**config.mk**
```make
export PLATFORM = sky130hd
export DESIGN_NAME = serial_adder
export DESIGN_NICKNAME = d
export VERILOG_FILES = /design/src/rtl/serial_adder_pkg.sv /design/src/rtl/serial_adder_full_adder.sv /design/src/rtl/serial_adder.sv
export SDC_FILE = /design/constraint.sdc
export NUM_CORES = 1
export LEC_CHECK = 0
export BUFFER_PORTS_ARGS = -buffer_cell sky130_fd_sc_hd__buf_2
export CAP_MARGIN = 0
export CORE_MARGIN = 2
export CORE_UTILIZATION = 50
export DETAILED_ROUTE_END_ITERATION = 10
export GPL_ROUTABILITY_DRIVEN = 0
export PLACE_DENSITY = 0.77
export SLEW_MARGIN = 25
export SYNTH_ARGS = -nofsm -noshare
export SYNTH_HDL_FRONTEND = slang
export SYNTH_SLANG_ARGS = --single-unit
```
**constraint.sdc**
```tcl
create_clock -name clk -period 1.7 [get_ports clk]
set_clock_uncertainty 0.1 [all_clocks]
set_input_delay 0.34 -clock clk [delete_from_list [all_inputs] [get_ports clk]]
set_output_delay 0.34 -clock clk [all_outputs]
set_load 0.02 [all_outputs]
```
**src/rtl/serial_adder_pkg.sv**
```systemverilog
// Shared types and helpers for the digit-serial adder/subtractor.
// Holds the FSM state encoding and the latency calculation.
package serial_adder_pkg;

  typedef enum logic [1:0] {
    IDLE = 2'd0,
    RUN  = 2'd1,
    DONE = 2'd2
  } state_t;

  // Number of RUN cycles needed to sweep all slices.
  function automatic int latency(input int width, input int digit);
    return width / digit;
  endfunction

endpackage

```
**src/rtl/serial_adder_full_adder.sv**
```systemverilog
// One-bit full adder built from gate primitives.
// Chained DIGIT times to form the per-cycle slice adder.
module full_adder (
  input  logic a,
  input  logic b,
  input  logic cin,
  output wire  s,
  output wire  cout
);

  wire p;
  wire g;
  wire t;

  xor u_x0 (p, a, b);
  xor u_x1 (s, p, cin);
  and u_a0 (g, a, b);
  and u_a1 (t, p, cin);
  or  u_o0 (cout, g, t);

endmodule

```
**src/rtl/serial_adder.sv**
```systemverilog
// Digit-serial adder/subtractor: DIGIT bits per cycle, LSB first.
// Results are registered and held in DONE until the next start.
module serial_adder
  import serial_adder_pkg::*;
#(
  parameter int WIDTH = 8,
  parameter int DIGIT = 1
) (
  input  logic             clk,
  input  logic             rst,
  input  logic             start,
  input  logic             sub,
  input  logic [WIDTH-1:0] a,
  input  logic [WIDTH-1:0] b,
  output logic             busy,
  output logic             done,
  output logic [WIDTH-1:0] sum,
  output logic             cout,
  output logic             ovf
);

  localparam int N  = latency(WIDTH, DIGIT);
  localparam int CW = $clog2(N) + 1;
  localparam logic [CW-1:0] LAST = CW'(N - 1);

  state_t           state;
  logic [WIDTH-1:0] a_sh;
  logic [WIDTH-1:0] b_sh;
  logic [WIDTH-1:0] acc;
  logic [WIDTH-1:0] acc_next;
  logic             sub_r;
  logic             carry;
  logic [CW-1:0]    cnt;
  logic [DIGIT-1:0] b_x;
  logic [DIGIT-1:0] slice;
  logic [DIGIT:0]   c;
  logic             last;

  // Subtraction adds ~b; the +1 comes from the carry seeded at start.
  assign b_x  = b_sh[DIGIT-1:0] ^ {DIGIT{sub_r}};
  assign c[0] = carry;
  assign last = (cnt == LAST);

  for (genvar j = 0; j < DIGIT; j++) begin : g_fa
    full_adder u_fa (
      .a    (a_sh[j]),
      .b    (b_x[j]),
      .cin  (c[j]),
      .s    (slice[j]),
      .cout (c[j+1])
    );
  end

  // Result register fills from the top; after N shifts it is aligned.
  for (genvar i = 0; i < WIDTH - DIGIT; i++) begin : g_keep
    assign acc_next[i] = acc[i+DIGIT];
  end
  for (genvar k = 0; k < DIGIT; k++) begin : g_ins
    assign acc_next[WIDTH-DIGIT+k] = slice[k];
  end

  // Control FSM, datapath registers and registered outputs.
  always_ff @(posedge clk) begin
    if (rst) begin
      state <= IDLE;
      busy  <= 1'b0;
      done  <= 1'b0;
      sum   <= '0;
      cout  <= 1'b0;
      ovf   <= 1'b0;
      a_sh  <= '0;
      b_sh  <= '0;
      acc   <= '0;
      sub_r <= 1'b0;
      carry <= 1'b0;
      cnt   <= '0;
    end else begin
      done <= 1'b0;
      unique case (state)
        IDLE, DONE: begin
          if (start) begin
            state <= RUN;
            busy  <= 1'b1;
            a_sh  <= a;
            b_sh  <= b;
            sub_r <= sub;
            carry <= sub;
            cnt   <= '0;
            acc   <= '0;
          end else begin
            state <= IDLE;
          end
        end
        RUN: begin
          a_sh  <= a_sh >> DIGIT;
          b_sh  <= b_sh >> DIGIT;
          acc   <= acc_next;
          carry <= c[DIGIT];
          cnt   <= cnt + CW'(1);
          if (last) begin
            state <= DONE;
            busy  <= 1'b0;
            done  <= 1'b1;
            sum   <= acc_next;
            cout  <= c[DIGIT];
            ovf   <= c[DIGIT] ^ c[DIGIT-1];
          end
        end
        default: begin
          state <= IDLE;
          busy  <= 1'b0;
        end
      endcase
    end
  end

endmodule

```
# Word level (Yosys, flattened, before mapping)
# Index checks and enable logic that the tools add are counted.
# W data, S select, Z words.
[classes]
n_reduce_logical = 8
muxes = 17
bitwise = 8
add_sub_neg = 1
n_eq_ne = 5
[op_table]
columns = ["op", "count"]
rows = [
  ["$pmux W8 S2", 3],
  ["$mux W8", 3],
  ["$pmux W4 S2", 1],
  ["$reduce_and A2 Y1", 4],
  ["$mux W1", 5],
  ["$add A4 B1 Y4 const B", 1],
  ["$eq A4 B3 Y1 const B", 1],
  ["$mux W4", 1],
  ["$ne A2 B2 Y1 const B", 2],
  ["$pmux W1 S2", 2],
  ["$pmux W2 S2", 1],
  ["$reduce_or A2 Y1", 2],
  ["$xor A1 B1 Y1", 4],
  ["$and A1 B1 Y1", 2],
  ["$eq A2 B1 Y1 const B", 1],
  ["$eq A2 B2 Y1 const B", 1],
  ["$logic_not A2 Y1", 1],
  ["$mux W2", 1],
  ["$reduce_bool A2 Y1", 1],
  ["$not A1 Y1", 1],
  ["$or A1 B1 Y1", 1],
]
[totals]
ff_bits = 44
output_inout_bits = 12
inputBits = 20

# Longest topological paths before layout
# Gate-level depths: netlist (run 1).
[depth]
depth_word = 5
ltp_mapped = 5
depth_no_buf = 5

# Modules after synthesis
# A second synthesis (run 1) with hierarchy kept.
[hier_totals]
cells_unflattened = 197
hier_area_um2 = 1721.7
[modules_own_cells]
columns = ["module", "instances", "cells_per_inst", "area_per_inst_um2", "seq_area_each_um2"]
rows = [
  ["serial_adder", 1, 196, 1701.6, 860.8],
  ["full_adder", 1, 1, 20.0, 0.0],
]

# Least setup slack after synthesis (run 1)
# OpenSTA, ideal clock, no wires.
[synth_timing]
kind = "reg2reg"
startpoint = "register carry"
endpoint = "register ovf"
t_arrival_ns = 1.200
required_time_ns = 1.530
synth_period_minus_slack_ns = 1.370
stages_incl_launch_ff = 6
slack_ns = 0.330
cell_sequence = "dfxtp_1 -> inv_1 -> fa_1 -> xnor2_1 -> nand3_1 -> a21oi_1"
[synth_via]
elab_chain_cells = 3
[synth_lines]
columns = ["element", "line", "source"]
rows = [
  ["start: declaration", "serial_adder.sv:32", "logic carry;"],
  ["start signal: assignment", "serial_adder.sv:87", "carry <= sub;"],
  ["start signal: assignment", "serial_adder.sv:98", "carry <= c[DIGIT];"],
  ["$and A1 B1 Y1", "serial_adder_full_adder.sv:18", "and u_a1 (t, p, cin);"],
  ["$or A1 B1 Y1", "serial_adder_full_adder.sv:19", "or u_o0 (cout, g, t);"],
  ["$xor A1 B1 Y1 (*)", "serial_adder.sv:106", "ovf <= c[DIGIT] ^ c[DIGIT-1];"],
  ["end signal: assignment", "serial_adder.sv:106", ""],
  ["end: declaration", "serial_adder.sv:19", "output logic ovf"],
]
# Mark *: on every way between the ends. The rest lies on a longest branch, timed or not.
# A chain may end at the register's enable or synchronous reset.

# Final worst setup path (run 1)
[layout_timing]
startpoint = "register cnt[0]"
endpoint = "register sum[3]"
[layout_via]
elab_chain_cells = 2
[layout_lines]
columns = ["element", "line", "source"]
rows = [
  ["start: declaration", "serial_adder.sv:33", "logic [CW-1:0] cnt;"],
  ["start signal: assignment", "serial_adder.sv:99", "cnt <= cnt + CW'(1);"],
  ["$eq A4 B3 Y1", "serial_adder.sv:42", "assign last = (cnt == LAST);"],
  ["$reduce_and A2 Y1 (no line)", "-", ""],
  ["end signal: assignment", "serial_adder.sv:104", "sum <= acc_next;"],
  ["end: declaration", "serial_adder.sv:17", "output logic [WIDTH-1:0] sum,"],
]
# Every way passes these cells.

==> results of run 1 <==
==> sequential cells by signal, summed over array words and instances, names as in the netlist <==
name	cells
a_sh	8
acc	7
b_sh	8
busy	1
carry	1
cnt	4
cout	1
done	1
ovf	1
state	2
sub_r	1
sum	8
==> cell families (layout without fill, tap and decap cells) <==
logic type                 Yosys count  in the layout  synth area share, %
and+or+nand+nor                     60             60                 17.2
xor gates and xnor gates             2              2                 1.00
DFF                                 43             43                 49.3
AOI/OAI and AO/OA                   67             67                 22.2
adders and majority gates            2              2                 1.86
muxes                                2              2                 1.29
buffers and inverters               23             55                 7.17
==> through the flow <==
| step | std cells | power [mW] |
|---|---|---|
| 5_1_grt | 277 | 1.88 |
| 4_1_cts | 275 | 1.81 |
| 6_report | 277 | 1.80 |
| 3_3_place_gp | 267 | 1.32 |
| 2_1_floorplan | 199 | 1.25 |
| 3_5_place_dp | 267 | 1.32 |
==> worst max-delay path, stage by stage (launching register included) <==
cell,delay (ns)
dfxtp_1,0.38
ha_1,0.21
and3b_1,0.34
buf_4,0.20
nand3_1,0.07
a21oi_1,0.13
==> layer usage <==
| metal | track usage (%) | part of all wire, % | up-vias |
|---|---|---|---|
| li1 | - | - | 773 |
| met1 | 24.6 | 47 | 716 |
| met2 | 32.6 | 48 | 35 |
| met3 | 5.54 | 4.6 | 4 |
| met4 | 6.94 | 1.2 | 0 |
| met5 | 0 | 0 | - |
==> where the power goes <==
part	switching (mW)	leakage (nW)	internal, mW
registers	0.0211	0.350	1.05
clock network	0.336	0.0282	0.160
logic	0.134	0.403	0.0999
==> placed cells by master (no fill, tap or decap), drive strengths merged <==
master / n
a21oi: 39
inv: 3
and3: 1
mux2: 2
and2b: 1
buf: 44
clkinvlp: 1
o211a: 1
fa: 1
dfxtp: 43
a22oi: 14
nor2: 3
clkbuf: 6
nand3b: 1
ha: 1
nand2b: 4
clkinv: 1
and3b: 1
nand3: 34
nor3: 2
nor2b: 1
xnor2: 2
nand2: 11
o21ai: 9
a211oi: 3
a2bb2oi: 1
nand4: 1
==> worst paths after layout <==
kind         startpoint  endpoint  slack (ns)
max              cnt[0]    sum[3]        0.21
min                b[7]   b_sh[7]        0.10
max reg2reg      cnt[0]    sum[3]        0.21
min reg2reg      acc[6]    acc[5]        0.37
==> cell type report <==
| cell class | count | area share [%] |
|---|---|---|
| flip-flops and latches | 43 | 42.6 |
| multi-input cells | 133 | 37.6 |
| repair buffers | 44 | 13.7 |
| well taps | 46 | 2.85 |
| clock buffers | 6 | 2.04 |
| clock inverters | 2 | 0.619 |
| inverters | 3 | 0.557 |
==> qor.yml, run 1 <==
pre_cts_ws_ns: 0.188
die_w_um: 63.1
htreeDepth: 2
cts.sinks: 43
max_freq_mhz: 669
yosysSeqAreaShare_pct: 49.3
cts_resized: 0
syn_avg_cell_area_um2: 8.77
overflow: 0
fp.dieH_um: 63.1
worst_ep_arrival_time_ns: 1.70
yosys-top-cells-count: "43 x dfxtp_1, 39 x a21oi_1, 34 x nand3_1, 14 x a22oi_1, 11 x nand2_1"
synth_edf_count: 0
yosysMostFrequentCell: "dfxtp_1"
worst_setup_path_start_kind: "register"
async_reset_ff_share_pct: 0
first_iter_violations: 109
viasPerCell: 5.52
clock-root-buffer: "clkbuf_4"
cp_max_fo: 7
max_cap_violations: 0
period_minus_slack_ns: 1.49
start_util_pct: 52.3
multi_input_area_um2: 759
cts_tree: "done"
area_delta_synth_final_pct: 15.8
ys.flop_type: "dfxtp_1"
post-route-cell-area_mm2: 0.00202
dr_total_vias: 1528
synth_fp_nets: 221
regArea_um2: 861
dr.pass1.iters: 4
slew_headroom_pct: 76.5
cts_max_path_buffers: 2
clk_pin_slew_ns: 0.13
synth_top_area_share_pct: 49.3
wl_per_cell_um: 13.0
synth.distinct_cells: 27
cts_inserted_buffers: 5
dpl.hpwl_um: 2400
holdPathStages: 3
critPathRequiredTime_ns: 1.90
cts_hold_buf: 0
clkLatencyLatePin_ns: 0.36
crit_type: "register to register"
status: "finished, final reports clean"
yosys-top-cells-area: "dfxtp_1 49%, a21oi_1 11%, nand3_1 9.7%, a22oi_1 6.0%, o21ai_0 2.6%"
fin_setup_tns_ns: 0
ys_seq_elements: 43
synth_top_cell_by_area: "dfxtp_1"
synth_cells: 199
num_rows: 21
yosys_warnings: 0
period_share_pct: 87.9
endpoint_kind: "register"
drv_slew: 0
finalSetupViolations: 0
power_density_mw_per_mm2: 889
grt_setup_unrepaired: "no"
die_area_mm2: 0.00398
grt_max_degree: 25
post_cts_buffers: 0
syn_area_mm2: 0.00175
wl_um: 3610
fin_util_pct: 60.6
leakagePower_nw: 0.781
fill_cells: 327
grt_pass1_vias: 1447
antenna_found_initial: 0
max-vdd-ir-drop_v: 0.000569
hold_ws_ns: 0.102
r2r_cells: 5
hold_viol: 0
track_usage_pct: 19.7
placed_area_mm2: 0.00195
io_pins: 32
drc: 0
grt_pass1_wl_um: 6340
portBuffers: 31
diodes: 0
drtAntennaViolNets: 0
hp-class: "input pin to register"
nets: 252
worst_slack_ns: 0.206
worstMarginPinSlew_ns: 0.353
core_mm2: 0.00334
layout-drive-gt1-share_pct: 22.9
Power figures use the tool's default switching activity.
==> run 2, diff against run 1 <==
--- a/config.mk
+++ b/config.mk
@@ -5,14 +5,16 @@
 export SDC_FILE = /design/constraint.sdc
 export NUM_CORES = 1
 export LEC_CHECK = 0
+export ABC_AREA = 1
 export BUFFER_PORTS_ARGS = -buffer_cell sky130_fd_sc_hd__buf_2
 export CAP_MARGIN = 0
 export CORE_MARGIN = 2
 export CORE_UTILIZATION = 50
 export DETAILED_ROUTE_END_ITERATION = 10
 export GPL_ROUTABILITY_DRIVEN = 0
-export PLACE_DENSITY = 0.77
-export SLEW_MARGIN = 25
+export PLACE_DENSITY = 0.75
+export SETUP_SLACK_MARGIN = 0.5
+export SLEW_MARGIN = 10
 export SYNTH_ARGS = -nofsm -noshare
 export SYNTH_HDL_FRONTEND = slang
 export SYNTH_SLANG_ARGS = --single-unit
==> run 2 against run 1 <==
Against the previous run:
- worst setup slack worse by 0.031 ns
- flip-flop and latch count unchanged
- first-iteration DRC count up 61%
- cell area up 47%
- critical endpoint is now acc[7]
==> qor.yml, run 2 <==
status: "finished, final reports clean"  # unchanged
cts_max_path_buffers: 2  # unchanged
nets: 340  # was 252
dr.pass1.iters: 5  # was 4
p_clk_share_pct: 31.6  # was 27.6%
ys_seq_elements: 43  # unchanged
grt_pass1_wl_um: 8350  # was 6340 um
core_mm2: 0.00432  # was 0.00334 mm^2
layout-drive-gt1-share_pct: 55.5  # was 22.9%
worstMarginPinSlew_ns: 0.337  # was 0.353 ns
grt_max_degree: 29  # was 25
yosys-top-cells-count: "51 x nand2_1, 43 x dfxtp_1, 35 x nand3_1, 28 x nand3_2, 22 x inv_1"  # was 43 x dfxtp_1, 39 x a21oi_1, 34 x nand3_1, 14 x a22oi_1, 11 x nand2_1
regArea_um2: 892  # was 861 um^2
layout.cells.non_filler: 371  # was 277
syn_avg_cell_area_um2: 8.73  # was 8.77 um^2
clock-root-buffer: "clkbuf_8"  # was clkbuf_4
dr_total_vias: 2029  # was 1,528
first_iter_violations: 176  # was 109
wl_per_cell_um: 16.3  # was 13.0 um
critPathRequiredTime_ns: 1.83  # was 1.90 ns
power_density_mw_per_mm2: 725  # was 889 mW/mm^2
synth_cells: 254  # was 199
synth_top_cell_by_area: "dfxtp_1"  # unchanged
share_seq_of_total_power_pct: 50.1  # was 59.4%
fin_setup_tns_ns: 0  # unchanged
synth-xor-area-share_pct: 0.790  # was 1.00%
p_int_mw: 1.49  # was 1.31 mW
hold_viol: 0  # unchanged
synth_compound_area_share_pct: 11.1  # was 22.2%
start_util_pct: 51.3  # was 52.3%
dpl.hpwl_um: 2770  # was 2400 um
async_reset_ff_share_pct: 0  # unchanged
hold_ws_ns: 0.188  # was 0.102 ns
p_sw_mw: 0.667  # was 0.491 mW
drc: 0  # unchanged
slew_headroom_pct: 77.5  # was 76.5%
top_regs: "a_sh: 8 flops, b_sh: 8 flops, sum: 8 flops"  # unchanged
htreeDepth: 2  # unchanged
yosys-top-cells-area: "dfxtp_1 39%, nand3_2 13%, nand2_1 8.6%, a21oi_2 7.9%, nand3_1 7.9%"  # was dfxtp_1 49%, a21oi_1 11%, nand3_1 9.7%, a22oi_1 6.0%, o21ai_0 2.6%
period_share_pct: 89.7  # was 87.9%
ys.flop_type: "dfxtp_1"  # unchanged
cp_max_fo: 2  # was 7
worst_slack_ns: 0.175  # was 0.206 ns
pre_cts_ws_ns: 0.232  # was 0.188 ns
layout_commonest_cell: "nand2_1"  # was dfxtp_1
cts.sinks: 43  # unchanged
max_freq_mhz: 656  # was 669 MHz
synth_adder_area_share_pct: 1.47  # was 1.86%
swShare_pct: 30.9  # was 27.3%
max_cap_violations: 0  # unchanged
viasPerCell: 5.47  # was 5.52
grt_setup_unrepaired: "yes"  # was no
die_area_mm2: 0.00498  # was 0.00398 mm^2
synth_edf_count: 0  # unchanged
fill_cells: 312  # was 327
crit_type: "register to register"  # unchanged
track_usage_pct: 21.2  # was 19.7%
area_delta_synth_final_pct: 34.4  # was 15.8%
cts_tree: "done"  # unchanged
max-vdd-ir-drop_v: 0.000456  # was 0.000569 V
fp.dieH_um: 70.6  # was 63.1 um
portBuffers: 31  # unchanged
yosys_warnings: 0  # unchanged
hp-class: "input pin to register"  # unchanged
antenna_found_initial: 0  # unchanged
yosysSeqAreaShare_pct: 38.8  # was 49.3%
worst_setup_path_start_kind: "register"  # unchanged
worst_ep_arrival_time_ns: 1.66  # was 1.70 ns
clkLatencyLatePin_ns: 0.31  # was 0.36 ns
r2r_start: "b_sh[0]"  # was cnt[0]
synth_top_family_by_area: "simple AND/OR/NAND/NOR gates"  # was compound AO/OA/AOI/OAI gates
synth_top_area_share_pct: 38.8  # was 49.3%
num_rows: 24  # was 21
drv_slew: 0  # unchanged
overflow: 0  # unchanged
clk_pin_slew_ns: 0.10  # was 0.13 ns
finalSetupViolations: 0  # unchanged
die_w_um: 70.6  # was 63.1 um
muxShareOfSynthArea_pct: 0  # was 1.29%
endpoint_kind: "register"  # unchanged
leakagePower_nw: 1.22  # was 0.781 nW
synthSimpleGateAreaFrac_pct: 36.3  # was 17.2%
diodes: 0  # unchanged
cts_inserted_buffers: 5  # unchanged
grt_pass1_vias: 1833  # was 1,447
placedCellCount: 326  # was 267
critPathLaunch: "b_sh[0]"  # was cnt[0]
synth_fp_nets: 276  # was 221
wl_um: 6030  # was 3610 um
yosysMostFrequentCell: "nand2_1"  # was dfxtp_1
hp-start: "b[7]"  # unchanged
final_cell_mix: "42 x nand2_1, 35 x nand3_1, 30 x buf_4"  # was 43 x dfxtp_1, 39 x a21oi_1, 34 x nand3_1
synth.distinct_cells: 25  # was 27
multi_input_area_mm2: 0.00126  # was 759 um^2
combPwrFrac_pct: 18.3  # was 13.0%
period_minus_slack_ns: 1.52  # was 1.49 ns
io_pins: 32  # unchanged
drtAntennaViolNets: 0  # unchanged
syn_area_mm2: 0.00222  # was 0.00175 mm^2
[run 2: layout make-up]
type	count	area share, %
inverters	24	3.82
clock buffers	5	2.31
flip-flops and latches	43	29.9
repair buffers	69	18.7
clock inverters	3	0.672
multi-input cells	175	42.3
well taps	52	2.18
[run 2: power by group through the flow]
stage	clock, mW	sequential [mW]	combinational, mW
after floorplan	0	1.10	0.253
after global placement	0	1.10	0.280
after detailed placement	0	1.10	0.286
after CTS	0.675	1.08	0.328
after global routing	0.713	1.09	0.427
final	0.683	1.08	0.396
[run 2: per-stage QoR]
stage / area, um^2 / power [mW] / utilization, %
floorplan: 2240 / 1.35 / -
global placement: 2340 / 1.38 / 54.0
detailed placement: 2340 / 1.39 / 54.0
CTS: 2730 / 2.08 / 63.2
global route: 2980 / 2.23 / 68.9
finish: 2980 / 2.16 / 68.9
[run 2: critical path, stage by stage, from the launching register on]
cell and delay, ns:
dfxtp_2 0.35, xnor2_2 0.18, fa_2 0.46, inv_2 0.08, nand2_2 0.06, a21oi_2 0.21
[run 2: per-layer routing]
metal / track usage (%) / share of wire [%] / wire (um)
met2: 36.3 / 51 / 3090
met3: 5.70 / 4.9 / 298
met5: 0 / 0 / 0
met1: 25.8 / 41 / 2470
met4: 7.34 / 2.9 / 172
[run 2: kinds of logic after synthesis]
logic type,count (synthesis)
simple gates,133
flops,43
buf+inv,40
compound gates,34
xor+xnor,2
fa+ha+maj,2
[run 2: worst paths after layout]
| check | endpoint | slack (ns) | cells past startpoint |
|---|---|---|---|
| max | acc[7] | 0.18 | 5 |
| min reg2reg | a_sh[7] | 0.38 | 2 |
| min | b_sh[7] | 0.19 | 3 |
| max reg2reg | acc[7] | 0.18 | 5 |
[run 2: timing repair]
action                     4_1_cts  5_1_grt
gates cloned                     3        1
pin swaps                       13       16
setup endpoints to repair       53       43
hold buffers                     0        0
resized for setup               50       29
buffers inserted                16       17
